==> config.mk <==
export PLATFORM = sky130hd
export DESIGN_NAME = flow_rate_scheduler
export DESIGN_NICKNAME = d
export VERILOG_FILES = /design/src/rtl/pktgen_pkg.sv /design/src/rtl/flow_rate_scheduler_rr_pick.sv /design/src/rtl/flow_rate_scheduler.sv
export SDC_FILE = /design/constraint.sdc
export NUM_CORES = 1
export LEC_CHECK = 0
export CAP_MARGIN = 10
export CORE_MARGIN = 10
export CORE_UTILIZATION = 55
export DETAILED_ROUTE_END_ITERATION = 10
export GPL_ROUTABILITY_DRIVEN = 0
export GPL_TIMING_DRIVEN = 0
export PLACE_DENSITY = 0.8
export SYNTH_ARGS = -nofsm -noshare
export SYNTH_HDL_FRONTEND = slang
export SYNTH_SLANG_ARGS = --single-unit
==> constraint.sdc <==
create_clock -name clk -period 8.1 [get_ports clk]
set_input_delay 1.215 -clock clk [delete_from_list [all_inputs] [get_ports clk]]
set_output_delay 1.215 -clock clk [all_outputs]
set_load 0.05 [all_outputs]
==> src/rtl/pktgen_pkg.sv <==
// Shared definitions for the packet generator rate scheduler.
//   FRAC_BITS     : fractional bits of the byte-credit fixed-point format
//   sched_state_t : scheduler FSM states
//   credit_cost() : packet size in bytes -> fixed-point credit cost
package pktgen_pkg;

  localparam int unsigned FRAC_BITS = 8;

  typedef enum logic {
    SCAN,
    OFFER
  } sched_state_t;

  function automatic logic [31:0] credit_cost(input logic [31:0] size);
    return size << FRAC_BITS;
  endfunction

endpackage

==> src/rtl/flow_rate_scheduler_rr_pick.sv <==
// rr_pick: combinational round-robin first-one finder.
//   req : per-flow request vector
//   ptr : search start index (first candidate considered)
//   any : at least one request is set
//   idx : first requesting index at or after ptr, wrapping N_FLOWS-1 -> 0
module rr_pick #(
  parameter int unsigned N_FLOWS = 4,
  parameter int unsigned FLOW_W  = 2
) (
  input  logic [N_FLOWS-1:0] req,
  input  logic [FLOW_W-1:0]  ptr,
  output logic               any,
  output logic [FLOW_W-1:0]  idx
);

  int unsigned j;

  always_comb begin
    any = 1'b0;
    idx = '0;
    j   = 0;
    for (int unsigned k = 0; k < N_FLOWS; k++) begin
      j = 32'(ptr) + k;
      if (j >= N_FLOWS) begin
        j = j - N_FLOWS;
      end
      if (!any && req[FLOW_W'(j)]) begin
        any = 1'b1;
        idx = FLOW_W'(j);
      end
    end
  end

endmodule

==> src/rtl/flow_rate_scheduler.sv <==
// flow_rate_scheduler: per-flow fixed-point byte-credit buckets with a
// round-robin picker; issues one (flow, size) command per valid/ready handshake.
//   clk, rst    : clock, synchronous active-high reset
//   cfg_enable  : per-flow enable
//   cfg_size    : per-flow packet bytes, flow i at [SIZE_WIDTH*i +: SIZE_WIDTH]
//   cfg_inc     : per-flow credit added per cycle (FRAC_BITS fractional bits)
//   sched_valid / sched_ready / sched_flow / sched_size : command handshake
//   credit_ovf  : sticky per-flow flag, bucket clamped at its cap
//   stat_pkts   : per-flow accepted-command counters (only with FLOW_SCHED_STATS_EN)
// Optional feature macro: FLOW_SCHED_STATS_EN
module flow_rate_scheduler
  import pktgen_pkg::*;
#(
  parameter  int unsigned N_FLOWS      = 4,
  parameter  int unsigned SIZE_WIDTH   = 11,
  parameter  int unsigned INC_WIDTH    = 20,
  parameter  int unsigned CREDIT_WIDTH = 32,
  parameter  int unsigned BURST_PKTS   = 4,
  localparam int unsigned FLOW_W       = (N_FLOWS > 1) ? $clog2(N_FLOWS) : 1
) (
  input  logic                            clk,
  input  logic                            rst,
  input  logic [N_FLOWS-1:0]              cfg_enable,
  input  logic [N_FLOWS*SIZE_WIDTH-1:0]   cfg_size,
  input  logic [N_FLOWS*INC_WIDTH-1:0]    cfg_inc,
  output logic                            sched_valid,
  input  logic                            sched_ready,
  output logic [FLOW_W-1:0]               sched_flow,
  output logic [SIZE_WIDTH-1:0]           sched_size,
  output logic [N_FLOWS-1:0]              credit_ovf
`ifdef FLOW_SCHED_STATS_EN
  ,
  output logic [N_FLOWS*32-1:0]           stat_pkts
`endif
);

  localparam int unsigned CW1 = CREDIT_WIDTH + 1;

  sched_state_t            state_q, state_d;
  logic [FLOW_W-1:0]       flow_q, flow_d;
  logic [SIZE_WIDTH-1:0]   size_q, size_d;
  logic [FLOW_W-1:0]       rr_ptr_q, rr_ptr_d;
  logic [CREDIT_WIDTH-1:0] credit_q [N_FLOWS];
  logic [CREDIT_WIDTH-1:0] credit_d [N_FLOWS];
  logic [N_FLOWS-1:0]      ovf_q, ovf_d;

  logic [SIZE_WIDTH-1:0]   size_w [N_FLOWS];
  logic [INC_WIDTH-1:0]    inc_w  [N_FLOWS];
  logic [CW1-1:0]          cost_w [N_FLOWS];
  logic [CW1-1:0]          cap_w  [N_FLOWS];
  logic [N_FLOWS-1:0]      eligible;
  logic                    pick_any;
  logic [FLOW_W-1:0]       pick_idx;
  logic                    handshake;
  logic                    withdraw;
  logic [CW1-1:0]          sum_w;
  logic [CW1-1:0]          ded_w;
  logic [CW1-1:0]          net_w;

  // Unpack configuration and derive per-flow cost, cap and eligibility.
  always_comb begin
    for (int unsigned i = 0; i < N_FLOWS; i++) begin
      size_w[i]   = cfg_size[SIZE_WIDTH*i +: SIZE_WIDTH];
      inc_w[i]    = cfg_inc[INC_WIDTH*i +: INC_WIDTH];
      cost_w[i]   = CW1'(credit_cost(32'(size_w[i])));
      cap_w[i]    = CW1'(BURST_PKTS) * cost_w[i];
      eligible[i] = cfg_enable[i] && (size_w[i] != '0) &&
                    ({1'b0, credit_q[i]} >= cost_w[i]);
    end
  end

  rr_pick #(
    .N_FLOWS (N_FLOWS),
    .FLOW_W  (FLOW_W)
  ) u_rr_pick (
    .req (eligible),
    .ptr (rr_ptr_q),
    .any (pick_any),
    .idx (pick_idx)
  );

  // A handshake that coincides with the disable still completes: downstream
  // has already taken the command, so only an unaccepted offer is withdrawn.
  assign handshake = (state_q == OFFER) && sched_ready;
  assign withdraw  = (state_q == OFFER) && !sched_ready && !cfg_enable[flow_q];

  // State register (all flops).
  always_ff @(posedge clk) begin
    if (rst) begin
      state_q  <= SCAN;
      flow_q   <= '0;
      size_q   <= '0;
      rr_ptr_q <= '0;
      ovf_q    <= '0;
      for (int unsigned i = 0; i < N_FLOWS; i++) begin
        credit_q[i] <= '0;
      end
    end else begin
      state_q  <= state_d;
      flow_q   <= flow_d;
      size_q   <= size_d;
      rr_ptr_q <= rr_ptr_d;
      ovf_q    <= ovf_d;
      for (int unsigned i = 0; i < N_FLOWS; i++) begin
        credit_q[i] <= credit_d[i];
      end
    end
  end

  // Next-state logic.
  always_comb begin
    state_d = state_q;
    case (state_q)
      SCAN:    if (pick_any) state_d = OFFER;
      OFFER:   if (handshake || withdraw) state_d = SCAN;
      default: state_d = SCAN;
    endcase
  end

  // Datapath next values: latched command, rr pointer and credit buckets.
  always_comb begin
    flow_d   = flow_q;
    size_d   = size_q;
    rr_ptr_d = rr_ptr_q;
    ovf_d    = ovf_q;
    sum_w    = '0;
    ded_w    = '0;
    net_w    = '0;

    if (state_q == SCAN && pick_any) begin
      flow_d = pick_idx;
      size_d = size_w[pick_idx];
    end

    if (handshake) begin
      rr_ptr_d = (flow_q == FLOW_W'(N_FLOWS - 1)) ? '0 : flow_q + FLOW_W'(1);
    end

    for (int unsigned i = 0; i < N_FLOWS; i++) begin
      credit_d[i] = '0;
      if (cfg_enable[i]) begin
        sum_w = {1'b0, credit_q[i]} + CW1'(inc_w[i]);
        // Deduct the cost of the size actually sent, not the live config.
        ded_w = (handshake && flow_q == FLOW_W'(i)) ?
                CW1'(credit_cost(32'(size_q))) : '0;
        net_w = (sum_w >= ded_w) ? (sum_w - ded_w) : '0;
        if (net_w > cap_w[i]) begin
          credit_d[i] = cap_w[i][CREDIT_WIDTH-1:0];
          ovf_d[i]    = 1'b1;
        end else begin
          credit_d[i] = net_w[CREDIT_WIDTH-1:0];
        end
      end
    end
  end

  // Output logic.
  always_comb begin
    sched_valid = (state_q == OFFER);
    sched_flow  = flow_q;
    sched_size  = size_q;
    credit_ovf  = ovf_q;
  end

`ifdef FLOW_SCHED_STATS_EN
  logic [31:0] stat_q [N_FLOWS];
  logic [31:0] stat_d [N_FLOWS];

  always_comb begin
    for (int unsigned i = 0; i < N_FLOWS; i++) begin
      stat_d[i] = stat_q[i];
      if (handshake && flow_q == FLOW_W'(i)) begin
        stat_d[i] = stat_q[i] + 32'd1;
      end
      stat_pkts[32*i +: 32] = stat_q[i];
    end
  end

  always_ff @(posedge clk) begin
    for (int unsigned i = 0; i < N_FLOWS; i++) begin
      if (rst) begin
        stat_q[i] <= '0;
      end else begin
        stat_q[i] <= stat_d[i];
      end
    end
  end
`endif

endmodule

---- Yosys cells after proc, flatten, opt, wreduce, memory -nomap -nowiden ----
Memories as Yosys holds them, arrays and structs flattened.
Cells that the tools add are included.
Widths: inputs -> output; s select.
word-level totals
  output and inout port bits .............. 18
  memory bits (writable) .................. 128
  input port bits ......................... 131
  word-level logic and storage cells ...... 142
  register bits ........................... 20
  memories ................................ 1
operators by class
  reduce and logical (&&, ||, !) cells .... 34
  bitwise operators ....................... 6
  mux-type cells .......................... 52
  order comparisons ....................... 22
  equality and inequality tests ........... 3
  $add $sub $neg .......................... 16
memory list
  name      depth  width  rd ports  clocked after Yosys merged registers in  wr ports  line                       source
  credit_q  4      32     4         0                                        4         flow_rate_scheduler.sv:43  logic [CREDIT_WIDTH-1:0] credit_q [N_FLOWS];
operator list
  cell                 count
  $mux 32              12
  $add 32x20->33       4
  $ge 33x19->1         4
  $gt 33x21->1         4
  $mux 33              4
  $sub 33x19->33       4
  $ge 32x19->1         4
  $mux 19              4
  $reduce_bool 11->1   4
  $bmux 11 s2          1
  $mux 11              2
  $logic_and 1x1->1    19
  $mux 2               9
  $lt 2x3->1 const B   5
  $mux 1               14
  $ge 3x3->1 const B   4
  $bmux 1 s2           5
  $reduce_and 2->1     4
  $sub 2x1->2 const B  4
  $add 2x2->3 const B  2
  $logic_not 1->1      5
  $eq 2x2->1 const B   2
  $or 1x1->1           4
  $add 2x1->3 const B  1
  8 further kinds      8

---- Logic depth before layout (Yosys ltp) ----
Gate-level depths: netlist of the first run.
  word-level depth ........................ 19
  mapped depth ............................ 36
  depth with buffers taken out ............ 34

---- Modules after synthesis ----
Synthesis of the first run repeated with hierarchy kept, for this count alone.
second synthesis, totals
  cells, all modules ...................... 2219
  area, all modules ....................... 16633.5 um^2
by module, submodules not included
  module               seq. area each (um^2)  area each (um^2)  cells each  instances
  flow_rate_scheduler  2962.8                 16555.9           2204        1
  rr_pick              0.0                    77.6              15          1

---- Least setup slack after synthesis of the first run ----
Ideal clock, no wire load.
  path kind ............................... input port to flip-flop
  start ................................... in cfg_inc[60]
  end ..................................... mem credit_q[3][11]
  data required time ...................... 7.986 ns
  setup time .............................. 0.114 ns
  slack ................................... 0.264 ns
  buffers on the path ..................... 3
  arrival time ............................ 7.722 ns
  stages .................................. 36
  cell sequence ........................... ha_1 fa_1 a211oi_2 o31ai_2 a211oi_1 nor2_1 a21o_1 a21oi_1 nor2b_1 o21ai_0 nand2_1 xor2_1 ha_1 a21o_1 a41o_1 nor3_1 and4b_1 nand2_1 nor2_1 clkbuf_1 nor2_1 ha_1 nor2b_1 o21a_1 o21ai_0 a21oi_1 o21ba_2 o31ai_1 a21oi_1 a21boi_0 nand4bb_1 or4_1 buf_2 o2bb2ai_2 buf_6 a21o_1
RTL lines
  element             line                       source
  start: declaration  flow_rate_scheduler.sv:25  input logic [N_FLOWS*INC_WIDTH-1:0] cfg_inc,
  end: declaration    flow_rate_scheduler.sv:43

==> impl.org, run 1 <==
** Drt
- After detailed routing, the average wire length per cell comes to 20.3 µm.
- The detail route stage leaves a number of antenna-violating nets equal to 0.
- Residual DRC :: 0
- In this run, the number of DRC markers left after iteration 0 of detailed routing was 2004.
- Vias per inst :: 6.56
- First-pass iteration count of the detailed router :: 6
- The final route contains 18600 vias.
- Sum of routed wire length over all layers :: 57600 µm

** Clock tree
- The clock passes through at most 2 buffers.
- Clock tree from TritonCTS :: yes
- Clock-pin slew reported for the worst setup and hold paths after clock tree synthesis :: 0.06 ns
- Sink Count :: 148
- Hold repair after CTS inserted 0 buffers.
- Number of buffers added by the clock tree synthesis step :: 17
- The clock tree synthesis step divided the H-tree into 4 levels.
- The clock reaches the later pin of the worst-skew pair after 0.46 ns.
- Root buf cell :: sky130_fd_sc_hd__clkbuf_16

** Power
- The design draws 3.86 mW.
- Leakage power figure :: 8.78 nW
- In this run the power density over the cells is 188 nW/µm².
- IR analysis of the VDD net gives a maximum drop of 0.148 mV.

** Setup path
- Destination of the critical timing path :: credit_q[1][20]
- The number of buffers and inverters on the critical path is 4.
- Stage delay of the slowest cell on the critical path :: 0.54 ns
- Worst Reg2Reg Path Length in Cells :: 33
- Endpoint class of the critical path :: register
- Worst setup path category :: in -> reg
- For the worst setup path, the data arrival time is 8.30 ns.
- Of all nets on the critical path, the largest fanout is 5.
- Data required time of the critical path :: 8.48 ns
- The largest individual stage delay along the critical path comes from the cell sky130_fd_sc_hd__or4_4.
- Tracing the worst setup path back leads to its startpoint at cfg_inc[31].
- Counting buffers and inverters, the worst setup path is 35 cells deep.
- Setup slack of the most critical reg-to-reg path :: 0.97 ns
- The worst register-to-register path ends at credit_q[3][17].
- The worst setup path is launched from an input pin.
- Family of cells with the greatest summed delay on the critical path :: compound AO/OA/AOI/OAI gates
- Reg-to-Reg Start :: credit_q[3][0]

** GRT
- Across every metal layer, demand over resource in global routing totals 0.284.
- The first global-routing pass estimated 90100 µm of wire.
- Entering global routing, the biggest net connects 17 pins.
- Initial antenna violation count :: 3
- The total overflow left after global routing is 0.
- The number of global-route vias before repair was 17700.

** Synth
- Async S/R FF share, synth :: 0
- In the synthesized netlist the dominant register cell turns out to be sky130_fd_sc_hd__dfxtp_1.
- Top cells by area in the synthesized netlist :: sky130_fd_sc_hd__dfxtp_1, sky130_fd_sc_hd__ha_1, sky130_fd_sc_hd__nor2_1, sky130_fd_sc_hd__nand2_1, sky130_fd_sc_hd__a21oi_1
- The share of synthesized area in the top cell type comes to 0.176.
- Number of flops mapped to enable cells by yosys :: 0
- Averaged over all synthesized cells, the footprint is 7.80 µm².
- After synthesis, the netlist uses 111 different library cells.
- Library cell occupying the most area in the post-synthesis netlist :: sky130_fd_sc_hd__dfxtp_1
- Synthesis-stage register bit count :: 148
- Proportion of synthesized chip area in sequential cells :: 0.176
- Counting every instance in the synthesized netlist gives 2162.
- The synthesized netlist occupies a cell area of 16900 µm².
- During synthesis, Yosys emitted a total of 0 warnings.

** STA
- Of the available clock period, the critical path in the final layout requires 0.977.
- Setup violations remaining at the end of the flow were counted as 0.
- F_max :: 126 MHz
- Worst-Margin Slew :: 1.11 ns
- Across the routed clock network, the largest skew measured is 0.0124 ns.
- Final worst path period need :: 7.91 ns
- Hold violation total from the final report :: 0
- Relative slew margins :: 0.255
- Slew Viols, Final :: 0

** Min path
- The path class of the tightest hold or removal check is reg -> reg.

** Finish
- After the flow finishes, the layout carries non-filler instances totaling 2832.
- The library cell used most frequently in the layout, excluding fill and tap cells, is sky130_fd_sc_hd__ha_1.
- Summed area of non-filler cells in the final layout :: 20600 µm²
- Layout net count :: 2775
- Ratio of cells with drive above 1 in the final layout :: 0.113
- From synthesis to final layout, the design area changed by 22.2%.
- The top cell types in the final layout, fill and taps aside, are sky130_fd_sc_hd__ha_1, sky130_fd_sc_hd__nor2_1, sky130_fd_sc_hd__nand2_1, sky130_fd_sc_hd__dfxtp_1, sky130_fd_sc_hd__clkdlybuf4s50_1.
- Once layout is complete, the utilization of the core stands at 0.677.

** Floorplanning
- CORE AREA :: 30400 µm²
- Pin placement for this block handled 149 I/O pins.
- Measured along the y axis, the die boundary spans 195 µm.
- For this configuration, the core starts out at a cell density of 0.554.
- Die area :: 38000 µm²
- Floorplan die width :: 195 µm
- The initialized floorplan defines 64 standard-cell rows.

** Flow run
- Across the run, the number of max-cap violations was 0.

** Place
- Input and output buffers added on the ports amount to 147.
- The HPWL after detailed placement is 44200 µm.
- After detailed placement, the design holds a cell count of 2748.
- Once placement finished, the instance area stood at 19000 µm².

** Status
- The flow ran to the end, and the final reports show no timing, DRC or antenna violations.
[worst min-delay path by stage]
| stage | cells past startpoint | end | from |
|---|---|---|---|
| 4_1_cts | 1 | credit_ovf[0] | credit_ovf[0] |
| 6_report | 1 | credit_ovf[0] | credit_ovf[0] |
| 3_5_place_dp | 1 | credit_ovf[0] | credit_ovf[0] |
| 5_1_grt | 1 | credit_ovf[0] | credit_ovf[0] |
| 3_3_place_gp | 1 | credit_ovf[3] | credit_ovf[3] |
| 2_1_floorplan | 2 | rr_ptr_q[1] | rr_ptr_q[1] |
[state kept, by name, indices dropped and copies added (netlist names)]
| name | flops |
|---|---|
| credit_ovf | 4 |
| credit_q | 128 |
| rr_ptr_q | 2 |
| sched_flow | 2 |
| sched_size | 11 |
| sched_valid | 1 |
[report_power, final]
group          internal, mW  switching [mW]
Clock                 0.528           0.355
Sequential            0.781          0.0788
Combinational         0.876            1.24
Total                  2.18            1.68
[synthesized netlist by cell type, types with 28 or more instances]
master,instances
sky130_fd_sc_hd__a21o_1,68
sky130_fd_sc_hd__a21oi_1,130
sky130_fd_sc_hd__clkbuf_1,30
sky130_fd_sc_hd__dfxtp_1,148
sky130_fd_sc_hd__ha_1,216
sky130_fd_sc_hd__inv_1,115
sky130_fd_sc_hd__mux2i_1,32
sky130_fd_sc_hd__nand2_1,174
sky130_fd_sc_hd__nand2b_1,36
sky130_fd_sc_hd__nand3_1,57
sky130_fd_sc_hd__nand4_1,57
sky130_fd_sc_hd__nor2_1,190
sky130_fd_sc_hd__nor2b_1,28
sky130_fd_sc_hd__nor3_1,65
sky130_fd_sc_hd__nor4_1,31
sky130_fd_sc_hd__o21a_1,35
sky130_fd_sc_hd__o21ai_0,106
sky130_fd_sc_hd__o2bb2ai_1,31
sky130_fd_sc_hd__xnor2_1,70
sky130_fd_sc_hd__xor2_1,63
[through the flow]
step	setup WS [ns]	TNS, ns	hold slack (ns)
global route	-0.111	-1.89	0.484
CTS	0.00294	0	0.463
finish	0.185	0	0.457
floorplan	0.264	0	0.463
detailed placement	-1.82	-119.26	0.443
global placement	-1.75	-106.54	0.436
[cell families after synthesis]
logic type	count (synthesis)	share of synthesized area
AOI/OAI and AO/OA	638	0.268
buffers and inverters	181	0.0445
DFF	148	0.176
and+or+nand+nor	802	0.251
xor gates and xnor gates	133	0.0691
other	1	0.000222
adders and majority gates	224	0.170
muxes	35	0.0217
[final cells by class]
type	instances	area, µm²
clock inverters	10	171
diodes	3	7.51
flip-flops and latches	148	2960
fillers	2542	9840
inverters	115	432
repair buffers	196	1890
plain buffers	65	350
well taps	396	495
multi-input cells	1877	13800
clock buffers	22	454
[what timing repair did]
| item | CTS | global route |
|---|---|---|
| setup buffers | 23 | 24 |
| pin swaps | 16 | 57 |
| endpoints found under the setup margin | 88 | 88 |
| gates cloned | 3 | 0 |
| gates resized for setup | 49 | 94 |
[layer usage]
metal / track usage / vias to the layer above / share of wire
li1: - / 8607 / -
met2: 0.453 / 1083 / 0.45
met5: 0 / - / 0
met4: 0.139 / 0 / 0.051
met3: 0.0534 / 229 / 0.10
met1: 0.359 / 8651 / 0.40
No activity file was read; power rests on OpenSTA's default activity.
==> run 2, diff against run 1 <==
CELL_PAD_IN_SITES_DETAIL_PLACEMENT = 0   (was not set)
CELL_PAD_IN_SITES_GLOBAL_PLACEMENT = 1   (was not set)
CORE_UTILIZATION = 40   (was 55)
PLACE_DENSITY = not set   (was 0.8)
PLACE_DENSITY_LB_ADDON = 0.1   (was not set)
==> run 2 against run 1 <==
Sequential power rose by 0.7%. Core utilization decreased by 18 points. Non-clock buffer count up 1. Clock power is 3.2% higher. Die area rose by 33%. Register-to-register slack got worse by 0.05 ns. Hold slack better by 0.017 ns. Design area rose by 1.1%. Critical endpoint is now credit_q[2][17]. Highest routed layer is now met5.
==> impl.org, run 2 (synthesis gave the netlist of run 1 again) <==
** Floorplanning
- CORE AREA :: 41800 µm²
- During I/O placement, the number of pins put on the boundary was 149.
- The floorplan step defined a die boundary enclosing 50700 µm².
- Floorplan die width :: 225 µm
- Standard-cell row count :: 75
- Overall die height :: 225 µm
- For this configuration, the core starts out at a cell density of 0.404.

** Setup path
- Of all nets on the critical path, the largest fanout is 10.
- Reg-to-Reg Start :: credit_q[3][0]
- At the worst endpoint, the arrival time is 8.23 ns.
- The critical path is of the in -> reg type.
- Endpoint class of the critical path :: register
- The slowest stage of the critical path is the sky130_fd_sc_hd__clkdlybuf4s50_1 cell.
- Setup slack of the most critical reg-to-reg path :: 0.92 ns
- Reg2reg end :: credit_q[3][14]
- Worst Reg2Reg Path Length in Cells :: 34
- Data required time of the critical path :: 8.52 ns
- Nature of the critical path startpoint :: input pin
- Stage delay of the slowest cell on the critical path :: 0.47 ns

** Finish
- Register bank with the most flops :: credit_q
- The top cell types in the final layout, fill and taps aside, are sky130_fd_sc_hd__ha_1, sky130_fd_sc_hd__nor2_1, sky130_fd_sc_hd__nand2_1, sky130_fd_sc_hd__dfxtp_1, sky130_fd_sc_hd__clkdlybuf4s50_1.
- Leading cell type in the layout, fill and taps excluded :: sky130_fd_sc_hd__ha_1
- Number of flip-flops under the largest register name :: 128
- Layout net count :: 2776
- Fill cells :: 4146
- Ratio of cells with drive above 1 in the final layout :: 0.112
- Relative to the synthesized area, the layout overhead comes to 23.6%.

** STA
- On the final layout, the worst hold slack is 0.474 ns.
- Measured against its own limit, the worst slew margin works out to 0.250.
- F_max :: 128 MHz
- The count of pins over their slew limit came to 0.
- In the finished design, the share of the clock period the worst path needs comes to 0.964.
- At the pin with the least slew margin, the transition time is 1.12 ns.
- Final worst path period need :: 7.81 ns
- Worst clock skew on the final layout :: 0.00815 ns
- Hold violation total from the final report :: 0
- Final setup viols :: 0
- Minimum setup slack in the final design :: 0.293 ns

** Clock tree
- CTS saw 148 sinks.
- Counting the buffers created by CTS gives 17.
- The clock tree synthesis step divided the H-tree into 4 levels.
- Root buf cell :: sky130_fd_sc_hd__clkbuf_16
- Clock latency on the worst-skew pair, taken at its later pin, is 0.49 ns.
- TritonCTS built the clock tree.
- In this run the deepest clock path goes through 2 buffers.
- Clock-pin slew reported for the worst setup and hold paths after clock tree synthesis :: 0.07 ns
- Buffers inserted to repair hold after CTS numbered 0.

** Place
- In this run the tool buffered the top-level ports with 147 buffer cells.
- Placement Setup Slack :: -2.11 ns
- Detailed placement ended at an HPWL of 48900 µm.

** Power
- Max VDD drop :: 0.161 mV
- Total power for the finished layout comes to 3.85 mW.
- Power density over cell area :: 185 nW/µm²
- Leakage power figure :: 8.84 nW

** GRT
- Maximum number of pins on one net before global-route repair :: 17
- Via count of the first global-routing pass :: 16900
- Overflow left after global routing :: 0
- The first global-routing pass estimated 94300 µm of wire.
- Initial antenna violation count :: 2
- Total GRT Usage :: 0.236

** Flow run
- Across the run, the number of max-cap violations was 0.

** Drt
- In this run the remaining antenna-violating nets after routing total 0.
- Residual DRC :: 0
- Avg WL per Cell :: 20.5 µm
- First-pass iteration count of the detailed router :: 6
- For this block, the initial DRC count from the detailed router was 1346.
- Count of vias placed by the detailed router :: 17400
- For this block, the routed nets add up to 60900 µm of wire.
- Vias per inst :: 5.85

** Min path
- The startpoint identified for the worst hold timing path is credit_ovf[2].
- The path class of the tightest hold or removal check is reg -> reg.
- Worst hold stages :: 1
- The path with the worst hold slack has its endpoint at credit_ovf[2].

** Status
- Result of the run :: finished clean
run 2: cell count changes in the layout (fill, tap and decap cells not counted), sizes merged:
cell | before | now
dlymetal6s2s | 2 | 3
clkdlybuf4s50 | 145 | 144
clkinv | 3 | 5
clkbuf | 53 | 48
clkinvlp | 1 | 3
buf | 83 | 85
diode | 3 | 2
run 2: per-stage QoR:
step / utilization / TNS [ns] / instance area, µm² / instances
after floorplan: - / 0 / 17000 / 2205
after global placement: 0.459 / -129.61 / 19200 / 2891
after detailed placement: 0.459 / -131.25 / 19200 / 2891
after CTS: 0.484 / 0 / 20200 / 2945
after global routing: 0.499 / -1.13 / 20800 / 2974
final: 0.499 / 0 / 20800 / 2975
run 2: power by group:
group          internal [mW]  switching (mW)  leakage, nW  total (mW)
clock                  0.526           0.384        0.305       0.911
combinational          0.864            1.21         7.31        2.07
sequential             0.780          0.0845         1.22       0.865
run 2: worst max-delay path, delay by kind of cell:
| family | cells | cell delay, ns |
|---|---|---|
| buffers and inverters | 4 | 0.91 |
| and+or+nand+nor | 13 | 2.63 |
| xor gates and xnor gates | 1 | 0.26 |
| AOI/OAI and AO/OA | 11 | 2.14 |
| adders and majority gates | 4 | 1.06 |
run 2: cell type report:
class                   count  area [µm²]  area share
repair buffers            197        1920      0.0920
plain buffers              65         372      0.0178
clock inverters            14         203     0.00973
multi-input cells        1877       13800       0.664
clock buffers              18         439      0.0211
flip-flops and latches    148        2960       0.142
inverters                 115         432      0.0207
diodes                      2        5.00    0.000240
well taps                 539         674      0.0324
run 2: worst max-delay path by stage:
stage                start  slack, ns  cells past startpoint               to
3_5_place_dp   cfg_inc[40]      -2.11                     32  credit_q[2][18]
3_3_place_gp   cfg_inc[40]      -2.06                     32  credit_q[2][18]
6_report       cfg_inc[40]       0.29                     33  credit_q[2][17]
2_1_floorplan  cfg_inc[60]       0.26                     36  credit_q[3][11]
5_1_grt        cfg_inc[45]      -0.08                     31  credit_q[2][18]
4_1_cts        cfg_inc[20]     0.0003                     39  credit_q[1][20]
run 2: per-layer routing:
| layer | vias up | track usage | part of all wire |
|---|---|---|---|
| met5 | - | 0 | 0.00021 |
| met4 | 2 | 0.0943 | 0.031 |
| met3 | 87 | 0.0402 | 0.055 |
| met2 | 479 | 0.373 | 0.45 |
| met1 | 8252 | 0.312 | 0.47 |
| li1 | 8577 | - | - |
run 2: timing repair:
action	4_1_cts	5_1_grt
gates cloned	3	2
gates resized for setup	58	90
pin swaps	17	48
buffers inserted	19	27
setup endpoints to repair	88	88
